$ cat src/rtl/sata_pkg.sv
// Shared SATA link-layer definitions.
//   P_SOF / P_EOF / P_HOLD : primitive dwords used by the framer
//   FRAME_MAX_WORDS        : longest frame the framer will accept
//   CNT_W                  : width of frame word counters
//   arb_state_t            : transmit arbiter state encoding
package sata_pkg;

  localparam logic [31:0] P_SOF  = 32'h3737_B57C;
  localparam logic [31:0] P_EOF  = 32'hD5D5_B57C;
  localparam logic [31:0] P_HOLD = 32'hD5D5_AA7C;

  localparam int FRAME_MAX_WORDS = 4095;
  localparam int CNT_W           = 12;

  typedef enum logic [1:0] {
    ARB_IDLE,
    ARB_PASS,
    ARB_DROP
  } arb_state_t;

endpackage

$ cat src/rtl/satalnk_txarb.sv
// Frame-atomic two-source round-robin arbiter in front of the transmit framer.
// Source 0 carries register/command FISes, source 1 carries data FISes.
// Single-word frames are swallowed (o_err_short); frames longer than
// MAX_WORDS are cut with a forced TLAST and the remainder is drained
// (o_err_long).
// Ports:
//   i_clk, i_reset          clock, synchronous active-high reset
//   S0_AXIS_*, S1_AXIS_*    source streams (TVALID/TREADY/TDATA/TLAST)
//   M_AXIS_*                stream to the framer, combinational pass-through
//   o_grant                 one-hot owner of the current frame, 0 when idle
//   o_err_short, o_err_long registered one-cycle error pulses
module satalnk_txarb
  import sata_pkg::*;
#(
  parameter int W            = 32,
  parameter int MAX_WORDS    = 2049,
  parameter bit OPT_LOWPOWER = 1'b0
) (
  input  logic         i_clk,
  input  logic         i_reset,
  input  logic         S0_AXIS_TVALID,
  output logic         S0_AXIS_TREADY,
  input  logic [W-1:0] S0_AXIS_TDATA,
  input  logic         S0_AXIS_TLAST,
  input  logic         S1_AXIS_TVALID,
  output logic         S1_AXIS_TREADY,
  input  logic [W-1:0] S1_AXIS_TDATA,
  input  logic         S1_AXIS_TLAST,
  output logic         M_AXIS_TVALID,
  input  logic         M_AXIS_TREADY,
  output logic [W-1:0] M_AXIS_TDATA,
  output logic         M_AXIS_TLAST,
  output logic [1:0]   o_grant,
  output logic         o_err_short,
  output logic         o_err_long
);

  localparam logic [CNT_W-1:0] CNT_LAST = CNT_W'(MAX_WORDS - 1);

  arb_state_t       state, state_nxt;
  logic             sel, sel_nxt;
  logic             last_src, last_src_nxt;
  logic [1:0]       grant_nxt;
  logic [CNT_W-1:0] cnt, cnt_nxt;
  logic             err_short_nxt, err_long_nxt;

  logic             src_valid, src_last, src_ready;
  logic [W-1:0]     src_data;
  logic             m_last_raw;
  logic             at_max, is_short;

  assign src_valid = sel ? S1_AXIS_TVALID : S0_AXIS_TVALID;
  assign src_last  = sel ? S1_AXIS_TLAST  : S0_AXIS_TLAST;
  assign src_data  = sel ? S1_AXIS_TDATA  : S0_AXIS_TDATA;

  assign at_max   = (cnt == CNT_LAST);
  // A TLAST on the very first word means a one-word frame the framer can't take.
  assign is_short = (cnt == '0) && src_valid && src_last;

  always_ff @(posedge i_clk) begin
    if (i_reset) begin
      state       <= ARB_IDLE;
      sel         <= 1'b0;
      last_src    <= 1'b1;  // source 0 wins the first tie
      o_grant     <= 2'b00;
      cnt         <= '0;
      o_err_short <= 1'b0;
      o_err_long  <= 1'b0;
    end else begin
      state       <= state_nxt;
      sel         <= sel_nxt;
      last_src    <= last_src_nxt;
      o_grant     <= grant_nxt;
      cnt         <= cnt_nxt;
      o_err_short <= err_short_nxt;
      o_err_long  <= err_long_nxt;
    end
  end

  always_comb begin
    state_nxt     = state;
    sel_nxt       = sel;
    last_src_nxt  = last_src;
    grant_nxt     = o_grant;
    cnt_nxt       = cnt;
    err_short_nxt = 1'b0;
    err_long_nxt  = 1'b0;
    src_ready     = 1'b0;
    M_AXIS_TVALID = 1'b0;
    m_last_raw    = 1'b0;
    case (state)
      ARB_IDLE: begin
        if (S0_AXIS_TVALID || S1_AXIS_TVALID) begin
          sel_nxt      = (S0_AXIS_TVALID && S1_AXIS_TVALID) ? ~last_src : S1_AXIS_TVALID;
          last_src_nxt = sel_nxt;
          grant_nxt    = sel_nxt ? 2'b10 : 2'b01;
          cnt_nxt      = '0;
          state_nxt    = ARB_PASS;
        end
      end
      ARB_PASS: begin
        if (is_short) begin
          src_ready     = 1'b1;  // swallow it, framer never sees it
          err_short_nxt = 1'b1;
          grant_nxt     = 2'b00;
          state_nxt     = ARB_IDLE;
        end else begin
          M_AXIS_TVALID = src_valid;
          src_ready     = M_AXIS_TREADY;
          m_last_raw    = src_last || at_max;
          if (src_valid && M_AXIS_TREADY) begin
            if (at_max && !src_last) begin
              err_long_nxt = 1'b1;
              state_nxt    = ARB_DROP;
            end else if (src_last) begin
              grant_nxt = 2'b00;
              state_nxt = ARB_IDLE;
            end else begin
              cnt_nxt = cnt + 1'b1;
            end
          end
        end
      end
      ARB_DROP: begin
        src_ready = 1'b1;
        if (src_valid && src_last) begin
          grant_nxt = 2'b00;
          state_nxt = ARB_IDLE;
        end
      end
      default: begin
        grant_nxt = 2'b00;
        state_nxt = ARB_IDLE;
      end
    endcase
  end

  assign S0_AXIS_TREADY = src_ready && !sel;
  assign S1_AXIS_TREADY = src_ready &&  sel;

  assign M_AXIS_TDATA = (OPT_LOWPOWER && !M_AXIS_TVALID) ? '0   : src_data;
  assign M_AXIS_TLAST = (OPT_LOWPOWER && !M_AXIS_TVALID) ? 1'b0 : m_last_raw;

endmodule

$ cat config.mk
export PLATFORM = sky130hd
export DESIGN_NAME = satalnk_txarb
export DESIGN_NICKNAME = d
export VERILOG_FILES = /design/src/rtl/sata_pkg.sv /design/src/rtl/satalnk_txarb.sv
export SDC_FILE = /design/constraint.sdc
export NUM_CORES = 1
export LEC_CHECK = 0
export ABC_AREA = 1
export CAP_MARGIN = 15
export CORE_ASPECT_RATIO = 0.6
export CORE_UTILIZATION = 35
export DETAILED_ROUTE_END_ITERATION = 12
export PLACE_DENSITY = 0.76
export SETUP_SLACK_MARGIN = 0.2
export SYNTH_ARGS = -nofsm -noshare
export SYNTH_HDL_FRONTEND = slang
export SYNTH_SLANG_ARGS = --single-unit
$ cat constraint.sdc
create_clock -name i_clk -period 4.2 [get_ports i_clk]
set_input_delay 0.42 -clock i_clk [delete_from_list [all_inputs] [get_ports i_clk]]
set_output_delay 0.42 -clock i_clk [all_outputs]
set_load 0.1 [all_outputs]
==> metrics <==
outcome complete, no violations; adder-cell share of the synthesized area under 10%; Max Freq 321 MHz; Leak 1.32 nW; port bufs 110; Seq cells post-synth 20; num rows 19; area occupied by registers 400 um2; worst-skew pair later-pin latency 0.26 ns; TritonRoute pass-1 iters 5; critical path class flip-flop to output pin; Reg clk slew, reported paths 0.08 ns; Worst Setup End Kind output pin; area taken by multi-input logic gates around 1200 um2; post_cts resized 0; synth unique cells 29; Syn Std Cell Area 1820 um2; predominant post-synthesis flop cell dfxtp_1; worst min path class flip-flop to flip-flop; cell repeated most along the worst path nand2_1; postcts setup bufs 0; H-tree levels 1; first-pass GRT wire length 9370 um; total negative slack 0 ns; Hold Fails Final Rpt 0; Fin Clk Skew roughly 0.0029 ns; main combinational cell family by area after synthesis simple AND/OR/NAND/NOR gates; Seq/Total Area, Yosys 22.0%; post-synth top area share 30.1%; Core Area 4780 um2; effective utilization at floorplan 38.0%; final setup fails 0; I/O pin count 111; Final Power 1.07 mW; final WL approximately 6200 um; CP max stage cell clkdlybuf4s50_1; peak supply drop 0.000241 V; initial antenna violation count 0; Worst Hold Slack 0.475 ns; Post-Synthesis Cells 319; final slew viol count 0; clock sinks 20; post-detailed-route count of antenna-violating nets 0; CTS tree yes; DRT iter0 DRCs between 150 and 200; worst-path cell chain buf_4, nand2_1, nand2_1, clkdlybuf4s50_1; filler instances 424; Power Dens Cells 358 nW/um2; post-synthesis xor/xnor area fraction 2.41%; P&R area growth vs syn 64.3%; share of layout cells above drive strength 1 10.2%; vias in the first global route ~2000; number of flops mapped to enable cells by yosys 0; Mapped Nets about 400; # DRC 0; pin count of the biggest net entering global routing 36; HPWL Detailed 5050 um; syn_area_per_cell 5.70 um2; GRT overflow 0; Tcrit/Tclk final 74.1%; RSZ-0062 raised after global routing no; Async SR Flop Fraction 0%; mux share of post-synthesis cell area 0%; vias per cell 4.81; required time of the critical path 3.78 ns; gpl congestion 0.888; synth warn 0; post-synthesis simple-gate area fraction 53.5%; DR vias 2338; clk root buf clkbuf_8; Slew @ Worst Pin 1.01 ns; DIE AREA approximately 5500 um2; ranking of synthesized cells by area nand2_1 30%, dfxtp_1 22%, nor2_1 7.4%; crit start category flip-flop; worst relative slew slack 32.7%; max cap viols 0; Hold-fix buffers, CTS 0; Period minus WS final 3.11 ns; # nets final 500; max incr delay on CP 1.13 ns; Synth area leader nand2_1; Worst EP arrival roughly 2.7 ns; gr usage total 21.8%; Synth Area in Compound Gates 8.47%; Clock Path Buffers 2; TritonCTS Buffers 3; Die Wd 95.0 um; fin util 62.5%; die height approximately 58 um; # diodes 0; wire per inst 12.7 um; Max Fanout on Critical Path 22
area by class of cell:
type | instances | share of cell area [%]
Inverter | 28 | 3.60
Sequential cell | 20 | 13.4
Clock buffer | 4 | 1.84
Tap cell | 63 | 2.64
Multi-Input combinational cell | 258 | 41.2
Timing Repair Buffer | 113 | 37.3
layer usage:
layer	wire [um]	share of wire, %	GRT usage (%)
met1	2810	46	31.2
met4	44	0.71	3.25
met2	2720	44	34.0
met3	587	9.5	4.99
met5	0	0	0
final timing paths:
kind	slack [ns]	cells after the start	endpoint	start
min reg2reg	0.48	2	last_src	last_src
max	1.09	4	M_AXIS_TDATA[31]	sel
min	0.48	2	last_src	last_src
max reg2reg	1.89	10	cnt[9]	sel
power by group:
| part | switching [mW] | internal [mW] | total (mW) |
|---|---|---|---|
| Combinational | 0.522 | 0.187 | 0.709 |
| Sequential | 0.0108 | 0.200 | 0.210 |
| Clock | 0.0667 | 0.0836 | 0.150 |
| Total | 0.600 | 0.470 | 1.07 |
synthesized netlist by cell type, types with 4 or more instances:
master / instances
nand2_1: 146
nor2_1: 36
inv_1: 23
dfxtp_1: 20
nand3_1: 18
nand2_2: 10
a21oi_2: 9
clkbuf_1: 9
a21oi_1: 8
ha_1: 5
nand4_1: 5
inv_2: 4
xor2_1: 4
critical path: cells and delay by family, from the launching register on:
kind / cells / cell delay, ns
buffers and inverters: 2 / 1.46
DFF: 1 / 0.81
and+or+nand+nor: 2 / 0.15
cell families after synthesis:
family,count (synthesis)
compound gates,22
fa+ha+maj,5
buf+inv,41
simple gates,226
xor+xnor,5
flops,20
cells in the final DEF (no fill, tap or decap):
cell / n
inv_4: 1
o211ai_1: 1
nor2_1: 36
o2111ai_1: 1
clkdlybuf4s50_1: 106
ha_1: 5
inv_2: 4
a21oi_1: 8
a21oi_2: 9
buf_4: 7
xor2_1: 4
nor3_1: 3
nor4_1: 1
xnor2_1: 1
clkbuf_8: 4
o21ai_0: 2
nand2_1: 146
nand2_4: 3
nand2_2: 10
nand3_2: 1
nor2_4: 2
o21ai_2: 1
nand3_4: 1
nand4_1: 5
dfxtp_1: 20
inv_1: 23
nand3_1: 18
stage by stage:
stage                     setup WS, ns  cells  instance area, um2
after floorplan                   1.40    319                1820
after global placement            1.43    482                2930
after detailed placement          1.37    482                2930
after CTS                         1.08    486                2990
after global routing             0.938    486                2990
final                             1.09    486                2990
sequential cells by signal (all words and copies together), names as in the netlist:
signal and flops:
sel 1, o_err_short 1, cnt 12, last_src 1, state 2, o_grant 2, o_err_long 1
Power figures use the tool's default switching activity.
